**config.mk**
```make
export PLATFORM = sky130hd
export DESIGN_NAME = spart_tx_arbiter_flat
export DESIGN_NICKNAME = d
export VERILOG_FILES = /design/src/rtl/spart_tx_arbiter_if.sv /design/src/rtl/spart_tx_arbiter.sv /design/src/flat_wrapper.sv
export SDC_FILE = /design/constraint.sdc
export NUM_CORES = 1
export LEC_CHECK = 0
export CORE_MARGIN = 2
export CORE_UTILIZATION = 28
export CTS_CLUSTER_SIZE = 12
export DETAILED_ROUTE_END_ITERATION = 8
export GPL_ROUTABILITY_DRIVEN = 0
export PLACE_DENSITY_LB_ADDON = 0.08
export SLEW_MARGIN = 30
export SYNTH_ARGS = -nofsm -noshare
export SYNTH_HDL_FRONTEND = slang
export SYNTH_SLANG_ARGS = --single-unit
```
**constraint.sdc**
```tcl
create_clock -name clk -period 2.8 [get_ports clk]
set_clock_uncertainty 0.2 [all_clocks]
set_input_delay 0.42 -clock clk [delete_from_list [all_inputs] [get_ports clk]]
set_output_delay 0.42 -clock clk [all_outputs]
set_load 0.005 [all_outputs]
```
**src/rtl/spart_tx_arbiter_if.sv**
```systemverilog
// Requester-side and SPART-side signals of the shared transmitter arbiter.
// The master modport is the arbiter; slave is the surrounding environment.
interface spart_tx_arbiter_if #(
  parameter int unsigned NREQ = 4
);
  localparam int unsigned DW = 8;
  localparam int unsigned GW = (NREQ > 1) ? $clog2(NREQ) : 1;

  logic [NREQ-1:0]    req_valid;
  logic [DW*NREQ-1:0] req_data;
  logic [NREQ-1:0]    req_ready;
  logic [DW-1:0]      tx_data;
  logic               tx_start;
  logic               tx_ready;
  logic [GW-1:0]      grant_id;
  logic               busy;
  logic               to_err;

  modport master (
    input  req_valid, req_data, tx_ready,
    output req_ready, tx_data, tx_start, grant_id, busy, to_err
  );

  modport slave (
    output req_valid, req_data, tx_ready,
    input  req_ready, tx_data, tx_start, grant_id, busy, to_err
  );
endinterface

```
**src/rtl/spart_tx_arbiter.sv**
```systemverilog
// Round-robin arbiter sharing one SPART transmitter among NREQ byte producers,
// with a start timeout in case the SPART never leaves its idle state.
module spart_tx_arbiter #(
  parameter int unsigned NREQ   = 4,
  parameter int unsigned TO_CYC = 16
) (
  input  logic               clk,
  input  logic               rst,
  spart_tx_arbiter_if.master bus
);
  localparam int unsigned DW = 8;
  localparam int unsigned GW = (NREQ > 1) ? $clog2(NREQ) : 1;
  localparam int unsigned TW = (TO_CYC > 1) ? $clog2(TO_CYC) : 1;
  localparam logic [TW-1:0] TO_LAST = TW'(TO_CYC - 1);
  localparam logic [GW-1:0] LAST_ID = GW'(NREQ - 1);

  typedef enum logic [1:0] {
    S_IDLE      = 2'd0,
    S_ISSUE     = 2'd1,
    S_WAIT_BUSY = 2'd2,
    S_WAIT_DONE = 2'd3
  } state_t;

  state_t          r_state, w_state_nxt;
  logic [GW-1:0]   r_ptr, w_ptr_nxt;
  logic [TW-1:0]   r_timer, w_timer_nxt;
  logic [DW-1:0]   r_tx_data, w_tx_data_nxt;
  logic [GW-1:0]   r_grant_id, w_grant_id_nxt;
  logic [NREQ-1:0] r_req_ready, w_req_ready_nxt;
  logic            r_tx_start, w_tx_start_nxt;
  logic            r_to_err, w_to_err_nxt;
  logic            r_busy, w_busy_nxt;

  logic [DW-1:0]   w_bytes [NREQ];
  logic [GW-1:0]   w_idx;
  logic [GW-1:0]   w_winner;
  logic            w_found;

  for (genvar g = 0; g < NREQ; g++) begin : g_bytes
    assign w_bytes[g] = bus.req_data[g*DW +: DW];
  end

  // First asserted requester scanning from the round-robin pointer upwards.
  always_comb begin
    w_found  = 1'b0;
    w_winner = '0;
    w_idx    = '0;
    for (int unsigned k = 0; k < NREQ; k++) begin
      w_idx = GW'((32'(r_ptr) + k) % NREQ);
      if (!w_found && bus.req_valid[w_idx]) begin
        w_found  = 1'b1;
        w_winner = w_idx;
      end
    end
  end

  always_comb begin
    w_state_nxt     = r_state;
    w_ptr_nxt       = r_ptr;
    w_timer_nxt     = r_timer;
    w_tx_data_nxt   = r_tx_data;
    w_grant_id_nxt  = r_grant_id;
    w_req_ready_nxt = '0;
    w_tx_start_nxt  = 1'b0;
    w_to_err_nxt    = 1'b0;

    case (r_state)
      S_IDLE: begin
        if (bus.tx_ready && w_found) begin
          w_tx_data_nxt   = w_bytes[w_winner];
          w_grant_id_nxt  = w_winner;
          w_req_ready_nxt = NREQ'(1) << w_winner;
          w_ptr_nxt       = (w_winner == LAST_ID) ? '0 : w_winner + GW'(1);
          w_state_nxt     = S_ISSUE;
        end
      end
      S_ISSUE: begin
        w_tx_start_nxt = 1'b1;
        w_timer_nxt    = '0;
        w_state_nxt    = S_WAIT_BUSY;
      end
      S_WAIT_BUSY: begin
        // The byte is abandoned on timeout; the pointer already moved past it.
        if (!bus.tx_ready) begin
          w_state_nxt = S_WAIT_DONE;
        end else if (r_timer == TO_LAST) begin
          w_to_err_nxt = 1'b1;
          w_timer_nxt  = '0;
          w_state_nxt  = S_IDLE;
        end else begin
          w_timer_nxt = r_timer + TW'(1);
        end
      end
      S_WAIT_DONE: begin
        if (bus.tx_ready) begin
          w_state_nxt = S_IDLE;
        end
      end
      default: w_state_nxt = S_IDLE;
    endcase

    w_busy_nxt = (w_state_nxt != S_IDLE);
  end

  always_ff @(posedge clk) begin
    if (rst) begin
      r_state     <= S_IDLE;
      r_ptr       <= '0;
      r_timer     <= '0;
      r_tx_data   <= '0;
      r_grant_id  <= '0;
      r_req_ready <= '0;
      r_tx_start  <= 1'b0;
      r_to_err    <= 1'b0;
      r_busy      <= 1'b0;
    end else begin
      r_state     <= w_state_nxt;
      r_ptr       <= w_ptr_nxt;
      r_timer     <= w_timer_nxt;
      r_tx_data   <= w_tx_data_nxt;
      r_grant_id  <= w_grant_id_nxt;
      r_req_ready <= w_req_ready_nxt;
      r_tx_start  <= w_tx_start_nxt;
      r_to_err    <= w_to_err_nxt;
      r_busy      <= w_busy_nxt;
    end
  end

  assign bus.req_ready = r_req_ready;
  assign bus.tx_data   = r_tx_data;
  assign bus.tx_start  = r_tx_start;
  assign bus.grant_id  = r_grant_id;
  assign bus.busy      = r_busy;
  assign bus.to_err    = r_to_err;
endmodule

```
**src/flat_wrapper.sv**
```systemverilog
// flat-port wrapper written by rule: the top's interface ports become plain ports
module spart_tx_arbiter_flat 
#(
  parameter int unsigned NREQ   = 4,
  parameter int unsigned TO_CYC = 16
)
  (clk, rst, bus_req_valid, bus_req_data, bus_tx_ready, bus_req_ready, bus_tx_data, bus_tx_start, bus_grant_id, bus_busy, bus_to_err);
  spart_tx_arbiter_if #(.NREQ(NREQ)) bus_i ();
  input  logic clk;
  input  logic rst;
  input wire logic [$bits(bus_i.req_valid)-1:0] bus_req_valid;
  input wire logic [$bits(bus_i.req_data)-1:0] bus_req_data;
  input wire logic [$bits(bus_i.tx_ready)-1:0] bus_tx_ready;
  output wire logic [$bits(bus_i.req_ready)-1:0] bus_req_ready;
  output wire logic [$bits(bus_i.tx_data)-1:0] bus_tx_data;
  output wire logic [$bits(bus_i.tx_start)-1:0] bus_tx_start;
  output wire logic [$bits(bus_i.grant_id)-1:0] bus_grant_id;
  output wire logic [$bits(bus_i.busy)-1:0] bus_busy;
  output wire logic [$bits(bus_i.to_err)-1:0] bus_to_err;
  assign bus_i.req_valid = bus_req_valid;
  assign bus_i.req_data = bus_req_data;
  assign bus_i.tx_ready = bus_tx_ready;
  assign bus_req_ready = bus_i.req_ready;
  assign bus_tx_data = bus_i.tx_data;
  assign bus_tx_start = bus_i.tx_start;
  assign bus_grant_id = bus_i.grant_id;
  assign bus_busy = bus_i.busy;
  assign bus_to_err = bus_i.to_err;
  spart_tx_arbiter #(.NREQ(NREQ), .TO_CYC(TO_CYC)) u_core (.clk(clk), .rst(rst), .bus(bus_i));
endmodule
```
* Word level (Yosys, flattened, before mapping)
Cells that the tools add are included.
** Cells by class
- Add/sub/neg operators :: 5
- $lt $le $gt $ge :: 5
- Equality and inequality tests :: 6
- Shift-type cells :: 1
- Muxes and demuxes :: 30
- Bitwise gates (word level) :: 5
- Reductions and logical operators :: 14
** Operator list (count)
- 2-to-1 mux 2 bit :: 9
- binary-select mux 8 bit (select 2 bit) :: 1
- 2-to-1 mux 8 bit :: 2
- less-than comparator 2 x 3 -> 1 bit, second input constant :: 4
- 2-to-1 mux 1 bit :: 10
- binary-select mux 1 bit (select 2 bit) :: 4
- 2-to-1 mux 4 bit :: 2
- one-hot mux 2 bit (4 select lines) :: 1
- one-hot mux 4 bit (2 select lines) :: 1
- == test 2 bit, second input constant :: 3
- OR reduction 3 bit :: 2
- adder 2 x 1 -> 2 bit, second input constant :: 2
- adder 2 bit, second input constant :: 2
- adder 4 x 1 -> 4 bit, second input constant :: 1
- == test 4 bit, second input constant :: 1
- logical AND 1 bit :: 4
- NOT 1 bit :: 4
- AND reduction 2 bit :: 2
- nonzero test 2 bit :: 2
- left shift 1 x 2 -> 4 bit, first input constant :: 1
- >= comparator 3 bit, second input constant :: 1
- zero test 1 bit :: 3
- NOT 2 -> 3 bit :: 1
- == test 2 x 1 -> 1 bit, second input constant :: 1
- other kinds (2) :: 2
** Storage, ports and cells
- Register bits :: 25
- Input port bits :: 39
- Output and inout port bits :: 17
- Word-level logic and storage cells :: 75

* Depth between registers and ports, before layout
- Depth in word-level cells :: 16
- Mapped depth :: 6
- Mapped depth without buffers :: 6

* Worst setup path before layout
No wires, ideal clock.
- Path type :: reg-to-reg
- Start point :: reg u_core.r_state[0]
- End point :: reg u_core.r_tx_data[0] (netlist: u_core.bus.tx_data[0])
- Library setup time :: 82 ps
- Arrival time :: 1631 ps
- Required time :: 2518 ps
- Path slack :: 887 ps
- Cell stages (with the launch flop) :: 7
- Buffers on the path :: 2
- Clock period less this slack :: 1913 ps
- Path through :: dfxtp_1 nand2b_4 or3_1 buf_2 or3_1 buf_2 o221ai_1
** Between the ends
- Longest elaborated chain between the ends :: 2
** Ends and longest elaborated chain
- start: declaration :: line spart_tx_arbiter.sv:24 : state_t r_state, w_state_nxt;
- start signal: assignment :: line spart_tx_arbiter.sv:117 : r_state <= w_state_nxt;
- zero test 2 bit :: line spart_tx_arbiter.sv:67 : case (r_state)
- AND reduction 2 bit (no line)
- end signal: assignment :: line spart_tx_arbiter.sv:120 : r_tx_data <= w_tx_data_nxt;
- end: declaration :: line spart_tx_arbiter.sv:27 : logic [DW-1:0] r_tx_data, w_tx_data_nxt;
Every way passes these cells.
A chain may end at the register's enable or synchronous reset.

* Worst setup path in the final report
- Start point :: in bus_req_valid[1]
- End point :: reg u_core.r_tx_data[5] (netlist: u_core.bus.tx_data[5])
** Between the ends
- Longest elaborated chain between the ends :: 16
- Elaborated cells between the ends (all ways) :: 28
- Those cells by class :: mux (19); bitwise (1); reduce/logical (8)
** Ends and longest elaborated chain
- start: declaration :: line flat_wrapper.sv:11 : input wire logic [$bits(bus_i.req_valid)-1:0] bus_req_valid;
- binary-select mux 1 bit (select 2 bit) :: line spart_tx_arbiter.sv:50 : if (!w_found && bus.req_valid[w_idx]) begin
- 2-to-1 mux 1 bit (not written as such) :: line spart_tx_arbiter.sv:50
- 2-to-1 mux 1 bit :: line spart_tx_arbiter.sv:50
- zero test 1 bit :: line spart_tx_arbiter.sv:50
- logical AND 1 bit :: line spart_tx_arbiter.sv:50
- 2-to-1 mux 1 bit :: line spart_tx_arbiter.sv:50
- zero test 1 bit :: line spart_tx_arbiter.sv:50
- logical AND 1 bit :: line spart_tx_arbiter.sv:50
- 2-to-1 mux 1 bit :: line spart_tx_arbiter.sv:50
- zero test 1 bit :: line spart_tx_arbiter.sv:50
- logical AND 1 bit :: line spart_tx_arbiter.sv:50
- 2-to-1 mux 2 bit :: line spart_tx_arbiter.sv:50
- NOT 2 -> 3 bit (not written as such) :: line spart_tx_arbiter.sv:70 : w_tx_data_nxt = w_bytes[w_winner];
- binary-select mux 8 bit (select 2 bit) :: line spart_tx_arbiter.sv:70
- 2-to-1 mux 8 bit (not written as such) (2 in series) :: line spart_tx_arbiter.sv:70
Parallel ways exist; a longest one is shown, timed or not. The select of a mux whose other input is x is not followed.

==> run_summary.xml <==
<?xml version="1.0" encoding="UTF-8"?>
<metrics>
  <group name="sta">
    <metric name="timing.final.ws_setup" unit="ps">546</metric>
    <metric name="worst_pin_slew" unit="ps">411</metric>
    <metric name="timing.final.crit_period" unit="ps">2250</metric>
    <metric name="setup-violations-final" unit="">0</metric>
    <metric name="final_clock_period_utilization_by_the_worst_path" unit="">0.805</metric>
    <metric name="rsz0062_at_grt" unit="">no</metric>
    <metric name="timing.setup.tns" unit="ps">0</metric>
    <metric name="max_clock_freq" unit="MHz">444</metric>
    <metric name="report.final.hold_viol_count" unit="">0</metric>
    <metric name="fin_hold_ws" unit="ps">277</metric>
    <metric name="maxSlewHeadroom" unit="">0.724</metric>
    <metric name="timing.final.max_slew_violations" unit="">0</metric>
  </group>
  <group name="final_layout">
    <metric name="layout-area-overhead-vs-synth" unit="%">53.0</metric>
    <metric name="post-route-cell-area" unit="um2">1940</metric>
    <metric name="fin_util" unit="">0.445</metric>
    <metric name="finalNetCount" unit="">236</metric>
    <metric name="drive_above_1_share" unit="">0.0667</metric>
    <metric name="n_antenna_cell" unit="">0</metric>
    <metric name="post_layout_nonfiller_instances" unit="">247</metric>
  </group>
  <group name="grt">
    <metric name="global_route_wire_length_before_repair" unit="um">5790</metric>
    <metric name="grt_usage" unit="">0.140</metric>
    <metric name="grt_start_max_net_pins" unit="">18</metric>
    <metric name="antenna_found_initial" unit="">0</metric>
    <metric name="overall_overflow_remaining_after_global_route" unit="">0</metric>
    <metric name="first_global_vias" unit="">1359</metric>
  </group>
  <group name="synth">
    <metric name="post_synth_inst_count" unit="">139</metric>
    <metric name="synth_largest_area_cell" unit="">sky130_fd_sc_hd__dfxtp_1</metric>
    <metric name="synth.avg_cell_area" unit="um2">9.11</metric>
    <metric name="synth_sequential_area_ratio" unit="">0.395</metric>
    <metric name="mappedNetlistArea" unit="um2">1270</metric>
    <metric name="syn-num-nets" unit="">179</metric>
    <metric name="yosys_warnings" unit="">0</metric>
    <metric name="yosys-top-cells-area" unit="">sky130_fd_sc_hd__dfxtp_1, sky130_fd_sc_hd__mux2i_1, sky130_fd_sc_hd__o221ai_1</metric>
    <metric name="synth_top_area_share" unit="">0.395</metric>
    <metric name="netlist-cell-type-count" unit="">33</metric>
    <metric name="synth.ff_latch_count" unit="">25</metric>
  </group>
  <group name="power_and_ir_drop">
    <metric name="vdd_drop_max" unit="mV">0.177</metric>
    <metric name="internal_power" unit="mW">0.652</metric>
    <metric name="net-switching-power" unit="mW">0.242</metric>
    <metric name="cellLeakagePower" unit="nW">0.747</metric>
    <metric name="seq_power_share" unit="">0.455</metric>
    <metric name="gate_power_share" unit="">0.308</metric>
    <metric name="clock_power_share" unit="">0.237</metric>
    <metric name="finalPower" unit="mW">0.894</metric>
    <metric name="cellPowerDensity" unit="nW/um2">462</metric>
    <metric name="power.share.switching" unit="">0.271</metric>
  </group>
  <group name="outcome">
    <metric name="outcome" unit="">finished, final reports clean</metric>
  </group>
  <group name="detailed_routing">
    <metric name="first_iter_violations" unit="">26</metric>
    <metric name="detail-route-antenna-nets" unit="">0</metric>
    <metric name="num_vias" unit="">1235</metric>
    <metric name="firstDrtPassIters" unit="">2</metric>
    <metric name="routedWlPerCell" unit="um">13.5</metric>
    <metric name="postRouteWirelength" unit="um">3330</metric>
    <metric name="detail_route.drc_violations" unit="">0</metric>
    <metric name="vias_per_cell" unit="">5.00</metric>
  </group>
  <group name="die">
    <metric name="start_util" unit="">0.291</metric>
    <metric name="std_cell_rows" unit="">24</metric>
    <metric name="die_height" unit="um">71.2</metric>
    <metric name="dieWidth" unit="um">71.2</metric>
    <metric name="coreArea" unit="um2">4350</metric>
    <metric name="die_footprint" unit="um2">5080</metric>
    <metric name="io-pin-count" unit="">56</metric>
  </group>
  <group name="critical_path">
    <metric name="crit_required" unit="ps">2780</metric>
    <metric name="timing.critical_path.max_delay_family" unit="">compound AO/OA/AOI/OAI gates</metric>
    <metric name="slowest_stage" unit="">sky130_fd_sc_hd__clkdlybuf4s50_1</metric>
    <metric name="setup.worst_path.end_class" unit="">register</metric>
    <metric name="worst_path_largest_cell_delay" unit="ps">520</metric>
    <metric name="crit_path_max_fanout" unit="">8</metric>
    <metric name="worstPathArrival" unit="ps">2230</metric>
    <metric name="critical_path.cell_chain" unit="">clkdlybuf4s50_1, nand2b_1, a21oi_1, o32a_1, or3_1, o221ai_1</metric>
    <metric name="critical_path_class" unit="">in -&gt; reg</metric>
    <metric name="setup.worst_path.start_class" unit="">input pin</metric>
    <metric name="cp_num_buf_inv" unit="">1</metric>
  </group>
  <group name="place">
    <metric name="placed_area" unit="um2">1890</metric>
    <metric name="buffer_ports.inserted" unit="">55</metric>
    <metric name="detailed_place_hpwl" unit="um">2610</metric>
    <metric name="post-place-ws" unit="ps">260</metric>
    <metric name="placed_instances" unit="">243</metric>
  </group>
  <group name="run">
    <metric name="drv.max_cap_violation_count" unit="">0</metric>
  </group>
  <group name="clock_network">
    <metric name="cts_tree" unit="">built</metric>
    <metric name="cts_inserted_buffers" unit="">3</metric>
    <metric name="cts.path.max_buffers" unit="">2</metric>
    <metric name="clock_tree.root_cell" unit="">sky130_fd_sc_hd__clkbuf_8</metric>
    <metric name="h-tree-depth" unit="">1</metric>
    <metric name="post_cts_resized" unit="">0</metric>
    <metric name="post-cts-setup-buffers" unit="">0</metric>
    <metric name="clock_latency_of_the_later_clocked_register_in_the_worst_skew_pair" unit="ps">260</metric>
    <metric name="cts.sink_count" unit="">25</metric>
    <metric name="cts.hold.buffers_added" unit="">0</metric>
    <metric name="path_clk_slew" unit="ps">90</metric>
  </group>
  <group name="worst_hold_path">
    <metric name="hold_class" unit="">reg -&gt; reg</metric>
  </group>
</metrics>
==> cell usage in the layout (no fill, tap or decap), types with 4 or more instances in the layout <==
| cell | Yosys | layout |
|---|---|---|
| sky130_fd_sc_hd__nand3b_1 | 8 | 8 |
| sky130_fd_sc_hd__or3_1 | 4 | 4 |
| sky130_fd_sc_hd__dfxtp_1 | 25 | 25 |
| sky130_fd_sc_hd__inv_1 | 4 | 4 |
| sky130_fd_sc_hd__a31oi_1 | 4 | 4 |
| sky130_fd_sc_hd__buf_4 | 0 | 7 |
| sky130_fd_sc_hd__o221ai_1 | 8 | 8 |
| sky130_fd_sc_hd__mux2i_1 | 17 | 17 |
| sky130_fd_sc_hd__clkdlybuf4s50_1 | 0 | 55 |
| sky130_fd_sc_hd__nand2b_1 | 7 | 7 |
| sky130_fd_sc_hd__nor2_1 | 9 | 9 |
| sky130_fd_sc_hd__a21oi_1 | 12 | 12 |
==> worst reg2reg max path, cell delays in order, from the launching register on <==
cell,delay (ps)
sky130_fd_sc_hd__dfxtp_1,400
sky130_fd_sc_hd__nand2b_4,200
sky130_fd_sc_hd__or3_1,420
sky130_fd_sc_hd__or3_1,520
sky130_fd_sc_hd__o221ai_1,250
==> logic make-up after synthesis <==
logic type,after synthesis,synth area share
compound gates,32,0.168
flops,25,0.395
simple gates,48,0.231
mux,18,0.143
xor+xnor,1,0.00692
buf+inv,14,0.0455
fa+ha+maj,1,0.00988
==> path summary, 6_finish.rpt <==
path                                                     startpoint                                  end  slack (ps)  cells after the start
worst max register to register         u_core.r_state[0]$_SDFF_PP0_   u_core.bus.tx_data[5]$_SDFFE_PP0P_         730                      4
worst min-delay path            u_core.bus.grant_id[0]$_SDFFE_PP0P_  u_core.bus.grant_id[0]$_SDFFE_PP0P_         280                      2
worst min register to register  u_core.bus.grant_id[0]$_SDFFE_PP0P_  u_core.bus.grant_id[0]$_SDFFE_PP0P_         280                      2
worst max-delay path                               bus_req_valid[1]   u_core.bus.tx_data[5]$_SDFFE_PP0P_         550                      6
==> area by class of cell <==
cell class,count,area [um2]
Timing Repair Buffer,62,603
Tap cell,52,65.1
Inverter,4,15.0
Clock buffer,4,45.0
Fill cell,412,2420
Sequential cell,25,500
Multi-Input combinational cell,100,708
==> Yosys cell counts <==
library cell and count:
sky130_fd_sc_hd__nand4b_1 1, sky130_fd_sc_hd__or3_1 4, sky130_fd_sc_hd__nor3_1 1, sky130_fd_sc_hd__nand2b_4 1, sky130_fd_sc_hd__nand3_1 3, sky130_fd_sc_hd__a211oi_1 1, sky130_fd_sc_hd__buf_1 1, sky130_fd_sc_hd__and2_1 1
sky130_fd_sc_hd__a31oi_1 4, sky130_fd_sc_hd__a21oi_1 12, sky130_fd_sc_hd__nor2_1 9, sky130_fd_sc_hd__nand2b_1 7, sky130_fd_sc_hd__xnor2_1 1, sky130_fd_sc_hd__nand4_1 1, sky130_fd_sc_hd__o32ai_1 1, sky130_fd_sc_hd__buf_2 4
sky130_fd_sc_hd__o221ai_1 8, sky130_fd_sc_hd__nor4_1 3, sky130_fd_sc_hd__inv_1 4, sky130_fd_sc_hd__o32a_1 1, sky130_fd_sc_hd__or2_2 1, sky130_fd_sc_hd__mux2_2 1, sky130_fd_sc_hd__nor4b_1 3, sky130_fd_sc_hd__mux2i_1 17
sky130_fd_sc_hd__a21o_1 1, sky130_fd_sc_hd__dfxtp_1 25, sky130_fd_sc_hd__o21ai_0 3, sky130_fd_sc_hd__ha_1 1, sky130_fd_sc_hd__clkbuf_1 5, sky130_fd_sc_hd__nand2_1 3, sky130_fd_sc_hd__nand3b_1 8, sky130_fd_sc_hd__a211o_1 1
sky130_fd_sc_hd__nor2b_1 2
==> per-layer routing <==
metal  share of wire  GRT usage  vias up  wire, um
met5               0          0        -         0
met4           0.013     0.0503        0        44
met3           0.053     0.0394        5       178
met2            0.50      0.248       36      1670
met1            0.43      0.161      567      1440
li1                -          -      627         -
==> sequential cells by signal, indices dropped and copies added, names as in the netlist <==
signal                count
u_core.bus.to_err         1
u_core.r_ptr              2
u_core.bus.tx_start       1
u_core.bus.busy           1
u_core.bus.grant_id       2
u_core.r_state            2
u_core.bus.tx_data        8
u_core.r_timer            4
u_core.bus.req_ready      4
==> power by group through the flow <==
stage	logic, mW	registers, mW	clock network (mW)
floorplan	0.135	0.413	0
global placement	0.273	0.415	0
detailed placement	0.277	0.415	0
CTS	0.278	0.407	0.221
global route	0.300	0.411	0.238
finish	0.275	0.407	0.212
Note: power is estimated with default switching activity, not from simulation.
